[config.mk]
export PLATFORM = sky130hd
export DESIGN_NAME = expr_eval
export DESIGN_NICKNAME = d
export VERILOG_FILES = /design/src/rtl/expr_pkg.sv /design/src/rtl/expr_char_class.sv /design/src/rtl/expr_eval.sv
export SDC_FILE = /design/constraint.sdc
export NUM_CORES = 2
export LEC_CHECK = 0
export ABC_AREA = 0
export CAP_MARGIN = 40
export CORE_MARGIN = 2
export CORE_UTILIZATION = 45
export DETAILED_ROUTE_END_ITERATION = 12
export PLACE_DENSITY = 0.6
export SYNTH_ARGS = -nofsm -noshare
export SYNTH_HDL_FRONTEND = slang
export SYNTH_HIERARCHICAL = 1
export SYNTH_SLANG_ARGS = --single-unit
[constraint.sdc]
create_clock -name clk -period 36.6 [get_ports clk]
set_input_delay 5.49 -clock clk [delete_from_list [all_inputs] [get_ports clk]]
set_output_delay 5.49 -clock clk [all_outputs]
set_load 0.005 [all_outputs]
[src/rtl/expr_pkg.sv]
// Shared state encoding and ASCII constants for the streaming expression evaluator.
package expr_pkg;
  typedef enum logic [1:0] {
    S_IDLE = 2'd0,
    S_NUM  = 2'd1,
    S_OP   = 2'd2,
    S_ERR  = 2'd3
  } state_t;

  localparam logic [7:0] CH_0     = 8'h30;
  localparam logic [7:0] CH_9     = 8'h39;
  localparam logic [7:0] CH_PLUS  = 8'h2B;
  localparam logic [7:0] CH_MUL   = 8'h2A;
  localparam logic [7:0] CH_MINUS = 8'h2D;
endpackage

[src/rtl/expr_char_class.sv]
// Combinational ASCII classifier. The minus detector exists only when EXPR_SUB_EN is defined.
module expr_char_class
  import expr_pkg::*;
(
  input  logic [7:0] ch,
  output logic       is_digit,
  output logic       is_plus,
  output logic       is_mul,
  output logic       is_minus,
  output logic [3:0] digit
);
  assign is_digit = (ch >= CH_0) && (ch <= CH_9);
  assign is_plus  = (ch == CH_PLUS);
  assign is_mul   = (ch == CH_MUL);
  // '0'..'9' are 0x30..0x39, so the low nibble is the digit value.
  assign digit    = ch[3:0];
`ifdef EXPR_SUB_EN
  assign is_minus = (ch == CH_MINUS);
`else
  assign is_minus = 1'b0;
`endif
endmodule

[src/rtl/expr_eval.sv]
// Streaming recogniser/evaluator for "operand (op operand)*" with '*' binding tighter than '+'.
// Define EXPR_SUB_EN to accept '-' as an operator with '+' precedence.
module expr_eval
  import expr_pkg::*;
#(
  parameter int WIDTH      = 32,
  parameter int MAX_DIGITS = 4
) (
  input  logic             clk,
  input  logic             clr,
  input  logic [7:0]       in,
  input  logic             in_valid,
  output logic             out,
  output logic [WIDTH-1:0] value,
  output logic             err
);
  localparam int NDW = $clog2(MAX_DIGITS + 1);
  localparam logic [NDW-1:0] NDIG_MAX = NDW'(MAX_DIGITS);

  logic             is_digit, is_plus, is_mul, is_minus;
  logic [3:0]       digit;

  state_t           state_q, state_d;
  logic [WIDTH-1:0] sum_q, sum_d, term_q, term_d, num_q, num_d, value_q, value_d;
  logic [NDW-1:0]   ndig_q, ndig_d;
  logic             out_q, out_d, err_q, err_d;

  expr_char_class u_class (
    .ch       (in),
    .is_digit (is_digit),
    .is_plus  (is_plus),
    .is_mul   (is_mul),
    .is_minus (is_minus),
    .digit    (digit)
  );

  always_comb begin
    state_d = state_q;
    sum_d   = sum_q;
    term_d  = term_q;
    num_d   = num_q;
    ndig_d  = ndig_q;
    out_d   = out_q;
    err_d   = err_q;
    value_d = value_q;
    if (in_valid) begin
      unique case (state_q)
        S_IDLE, S_OP: begin
          if (is_digit) begin
            state_d = S_NUM;
            num_d   = WIDTH'(digit);
            ndig_d  = NDW'(1);
          end else begin
            state_d = S_ERR;
          end
        end
        S_NUM: begin
          if (is_digit) begin
            if (ndig_q == NDIG_MAX) begin
              state_d = S_ERR;
            end else begin
              num_d  = num_q * WIDTH'(10) + WIDTH'(digit);
              ndig_d = ndig_q + NDW'(1);
            end
          end else if (is_plus) begin
            state_d = S_OP;
            sum_d   = sum_q + term_q * num_q;
            term_d  = WIDTH'(1);
            num_d   = '0;
            ndig_d  = '0;
          end else if (is_mul) begin
            state_d = S_OP;
            term_d  = term_q * num_q;
            num_d   = '0;
            ndig_d  = '0;
`ifdef EXPR_SUB_EN
          end else if (is_minus) begin
            // The next term carries the sign: a -1 multiplier folds negation into the product.
            state_d = S_OP;
            sum_d   = sum_q + term_q * num_q;
            term_d  = '1;
            num_d   = '0;
            ndig_d  = '0;
`else
          end else if (is_minus) begin
            state_d = S_ERR;
`endif
          end else begin
            state_d = S_ERR;
          end
        end
        default: state_d = S_ERR;
      endcase
      out_d   = (state_d == S_NUM);
      err_d   = (state_d == S_ERR);
      value_d = out_d ? (sum_d + term_d * num_d) : '0;
    end
  end

  always_ff @(posedge clk) begin
    if (clr) begin
      state_q <= S_IDLE;
      sum_q   <= '0;
      term_q  <= WIDTH'(1);
      num_q   <= '0;
      ndig_q  <= '0;
      out_q   <= 1'b0;
      err_q   <= 1'b0;
      value_q <= '0;
    end else begin
      state_q <= state_d;
      sum_q   <= sum_d;
      term_q  <= term_d;
      num_q   <= num_d;
      ndig_q  <= ndig_d;
      out_q   <= out_d;
      err_q   <= err_d;
      value_q <= value_d;
    end
  end

  assign out   = out_q;
  assign value = value_q;
  assign err   = err_q;
endmodule
### Word-level counts from Yosys, hierarchy flattened

Cells that the tools add are included.

* register bits after elaboration: 135
* word-level logic and storage cells: 62

* add/subtract/negate cells: 4
* $mul: 3
* magnitude comparators: 2
* equality and inequality tests: 10
* mux-type cells: 30
* reductions and logical operators: 5

Operators with widths (count)
* 32-bit two-way mux: 16
* 32-bit adder: 2
* 32-bit by 32-bit multiplier with 32-bit output: 2
* 32-bit case mux with 2 select lines: 1
* 32-bit by 4-bit adder with 32-bit output: 1
* 32-bit by 3-bit multiplier with 31-bit output (second input constant): 1
* 8-bit by 6-bit equality test with 1-bit output (second input constant): 2
* 3-bit two-way mux: 5
* 8-bit by 6-bit greater-or-equal comparator with 1-bit output (second input constant): 1
* 8-bit by 6-bit <= comparator with 1-bit output (second input constant): 1
* 2-bit two-way mux: 4
* 3-bit case mux with 2 select lines: 1
* 5-bit AND reduction: 1
* 2-bit by 1-bit equality test with 1-bit output (second input constant): 2
* 2-bit equality test (second input constant): 2
* 4-bit != test (second input constant): 1
* 2-bit case mux with 2 select lines: 1
* 3-bit by 1-bit adder with 3-bit output (second input constant): 1
* 3-bit equality test (second input constant): 1
* 3-bit != test (second input constant): 1
* 2-bit zero test: 1
* 1-bit two-way mux: 2
* 2-bit != test (second input constant): 1
* 2-bit nonzero test: 1
* 2 further kinds: 2

### Logic depth before layout (Yosys ltp)

* depth in word-level cells: 9
* mapped depth: 63

### Hierarchy

Netlist, hierarchy kept.

Modules (own cells, without submodules)
* expr_eval: instances 1, cells an instance 4903, area each 41916.5 um^2, seq. area each 2702.6 um^2
* expr_char_class: instances 1, cells an instance 14, area each 91.3 um^2, seq. area each 0.0 um^2

### Least setup slack after synthesis

No wires, ideal clock.

* kind: input -> register
* start point: in in[4]
* end point: reg value_q[31] (netlist: value[31])
* library setup time: 117 ps
* arrival time: 15143 ps
* slack: 21340 ps
* stages: 39
* buffers on the path: 5
* path through: or4b_1 nor3_1 nor2_1 nor2_1 nand2_1 a21oi_1 nor2_1 clkbuf_1 clkbuf_1 buf_1 a22o_1 clkbuf_1 buf_1 nand2_1 fa_1 fa_1 fa_1 inv_1 [... 3 more ...] fa_1 fa_1 fa_1 xnor2_1 xnor2_1 xnor2_1 xnor2_1 xnor2_1 xnor2_1 xnor2_1 xnor2_1 xnor2_1 xnor3_1 xnor3_2 xnor3_1 xnor3_1 xnor2_1 a22o_1

RTL lines
* start, declared: RTL line expr_eval.sv:11 `input logic [7:0] in,`
* 8-bit by 6-bit equality test with 1-bit output (*): RTL line expr_char_class.sv:13 `assign is_plus = (ch == CH_PLUS);`
* via is_plus: RTL line expr_eval.sv:20 `logic is_digit, is_plus, is_mul, is_minus;`
* 32-bit two-way mux: RTL line expr_eval.sv:65 `end else if (is_plus) begin`
* 32-bit two-way mux: RTL line expr_eval.sv:58 `if (is_digit) begin`
* 32-bit case mux with 2 select lines or 32-bit two-way mux (tied branches): RTL line expr_eval.sv:47 `unique case (state_q)`
* 32-bit two-way mux: RTL line expr_eval.sv:46 `if (in_valid) begin`
* 32-bit by 32-bit multiplier with 32-bit output: RTL line expr_eval.sv:96 `value_d = out_d ? (sum_d + term_d * num_d) : '0;`
* 32-bit adder: RTL line expr_eval.sv:96
* 32-bit two-way mux (*): RTL line expr_eval.sv:96
* end signal, assigned: RTL line expr_eval.sv:118 `value_q <= value_d;`
* end, declared: RTL line expr_eval.sv:24 `logic [WIDTH-1:0] sum_q, sum_d, term_q, term_d, num_q, num_d, value_q, value_d;`

The timed path passes the listed nets; every way through them passes the cells marked *. The select of a mux whose other input is x is not followed.
A chain may end at the register's enable or synchronous reset.

### Worst setup path after layout

* start point: reg num_q[3]
* end point: reg value_q[31] (netlist: value[31])

* cells in the longest elaborated chain, start to end: 9

Ends and longest elaborated chain
* start, declared: RTL line expr_eval.sv:24
* start signal, assigned: RTL line expr_eval.sv:114 `num_q <= num_d;`
* 32-bit by 3-bit multiplier with 31-bit output or 32-bit by 32-bit multiplier with 32-bit output (tied branches): RTL line expr_eval.sv:62, expr_eval.sv:67, expr_eval.sv:73
* 32-bit by 4-bit adder with 32-bit output or 32-bit two-way mux (tied branches): RTL line expr_eval.sv:62, expr_eval.sv:71
* 32-bit two-way mux, on equally long branches: RTL line expr_eval.sv:59, expr_eval.sv:65
* 32-bit two-way mux: RTL line expr_eval.sv:58
* 32-bit case mux with 2 select lines or 32-bit two-way mux (tied branches): RTL line expr_eval.sv:47
* 32-bit two-way mux: RTL line expr_eval.sv:46
* 32-bit by 32-bit multiplier with 32-bit output: RTL line expr_eval.sv:96
* 32-bit adder (*): RTL line expr_eval.sv:96
* 32-bit two-way mux (*): RTL line expr_eval.sv:96

Every way passes the cells marked *; elsewhere a longest branch is shown, timed or not. The select of a mux whose other input is x is not followed.

==> flow_summary.yaml <==
outcome:
  status: "completed"
job:
  drv_cap: 0
route:
  wl_um: 123600
  vias: 32640
  vias_per_cell: 5.368
  drtAntennaViolNets: 0
  remaining_drc_errors: 0
  drt-initial-drc-count: 2387
  first_pass_iters: 7
  wl_per_cell_um: 20.33
global_route:
  track_usage: 0.2710
  grt_max_degree: 143
  grtUsageMet1: 0.3701
  top_usage_layer: "met2"
  grt_pass1_vias: 33850
  met2_usage: 0.4478
  antenna_found_initial: 1
  grt_overflow: 0
  grt_first_pass_wirelength_um: 198200
  grtUsageMet3: 0.03354
critical_path:
  path_common_cell: "fa_1"
  required_ps: 36990
  end_kind: "flop"
  critPathArrivalTime_ps: 17030
  path_class: "flop to flop"
  start_kind: "flop"
  critPathMaxStageDelay_ps: 660
  critPathSlowestCell: "dfxtp_1"
  path_max_fanout: 24
cts:
  clk_pin_slew_worst_paths_ps: 70
  tritoncts: "yes"
  cts_buffers: 17
  cts_resized: 0
  cts_sinks: 135
  htreeDepth: 4
  cts_root_buf: "clkbuf_16"
  hold_buffers: 0
  clock_latency_ps: 500
  postCtsSetupBuffers: 0
  clockBufferDepth: 2
timing:
  relSlewSlack: 0.3012
  finalSetupViolCount: 0
  fmax_mhz: 60.10
  tightest_slew_ps: 1048
  period_minus_slack_ps: 16640
  hold_viol: 0
  fin_setup_tns_ps: 0
  fin_skew_ps: 12.75
  rsz0062_at_grt: "no"
  post-route-period-util: 0.4546
  slew_viol_final: 0
cells_and_area:
  fillers: 9059
  multi_input_area_mm2: 0.03471
  drive_above_1_share: 0.04000
  area_growth_pct: 5.905
  layout.cells.non_filler: 6080
  nets: 6012
  regArea_mm2: 0.002705
power_and_ir_drop:
  p_per_area_mw_per_mm2: 14.17
  leakage_nw: 21.36
  peakVddDrop_v: 0.00001999
floorplanning:
  num_rows: 112
  coreArea_mm2: 0.09291
  initial_core_util: 0.4520
  die_w_um: 309.5
  floorplan.die.height_um: 309.5
  die_area_mm2: 0.09578
  io_pins: 45
logic_synthesis:
  synth_fp_nets: 6115
  yosys_warnings: 6
  syn-cell-area_mm2: 0.04200
  syn_area_per_cell_um2: 8.545
  synthCells: 4915
worst_hold_path:
  hold_class: "flop to flop"
placed_design:
  place_congestion: 0.9806
  hpwl_um: 98240
  dp.cells: 6047
  port_buffers: 44
[registers in the layout, summed over array words and instances (netlist names)]
name / count
ndig_q: 3
out: 1
term_q: 32
err: 1
num_q: 32
sum_q: 32
value: 32
state_q: 2
[per-layer routing]
metal | share of wire | up-vias
met1 | 0.44 | 16660
met4 | 0.034 | 0
li1 | - | 14790
met2 | 0.48 | 967
met3 | 0.055 | 216
met5 | 0 | -
[report_power, final]
group / switching, mW / total, mW / internal [mW] / leakage, nW
clock: 0.0873 / 0.186 / 0.0982 / 0.293
sequential: 0.00862 / 0.159 / 0.151 / 1.10
combinational: 0.180 / 0.285 / 0.106 / 20.0
total: 0.275 / 0.630 / 0.355 / 21.4
[final timing paths]
kind,from,end,slack [ps],cells past startpoint
worst max-delay path,num_q[3],value[31],19960,53
worst min-delay path,value[3],value[3],470,2
worst max register to register,num_q[3],value[31],19960,53
worst min register to register,value[3],value[3],470,2
[through the flow]
| stage | hold slack, ps | cell area (um^2) | utilization | power, mW | worst slack, ps |
|---|---|---|---|---|---|
| after CTS | 471.1 | 44470 | 0.4787 | 0.6332 | 20050 |
| final | 466.8 | 44480 | 0.4787 | 0.6303 | 19960 |
| after detailed placement | 458.1 | 43880 | 0.4723 | 0.4431 | 20070 |
| after floorplan | 459.8 | 42000 | - | 0.3534 | 21340 |
| after global placement | 455.1 | 43680 | 0.4702 | 0.4419 | 20120 |
| after global routing | 487.2 | 44470 | 0.4787 | 0.6703 | 19160 |
[worst max-delay path, delay by kind of cell (launching register included)]
kind	cells	cell delay (ps)
buf+inv	5	600
flops	1	660
mux	1	130
simple gates	2	590
xor+xnor	16	3630
fa+ha+maj	18	7860
compound gates	11	3050
[placed cells by master (no fill, tap or decap), types with 9 or more instances in the layout]
cell               n
nand4_1           14
or2_2             15
xor2_1            49
dfxtp_1          133
o21ai_1           11
nand3_1           37
o21bai_1          18
buf_4             85
clkdlybuf4s50_1   42
xnor2_1          181
o21a_1            20
fa_1             849
inv_1            962
a22oi_1           28
a22o_1            40
a21o_1            39
a211oi_1          66
mux2i_1           44
nand2_1          782
and3_1            12
or3_1             12
nor3_1            35
ha_1             340
a21oi_1          149
clkbuf_16         17
and2_1           284
o21ai_0           54
nor2_1           241
nand2b_1          43
buf_8              9
nor2b_1           30
[area by class of cell]
type	instances	share of cell area
sequential	135	0.06082
antenna	1	0.00005626
timing repair buffer	141	0.02889
clock buffer	18	0.009874
multi-input combinational	3555	0.7804
tap	1254	0.03528
clock inverter	14	0.003516
inverter	962	0.08119
Note: power is estimated with default switching activity, not from simulation.
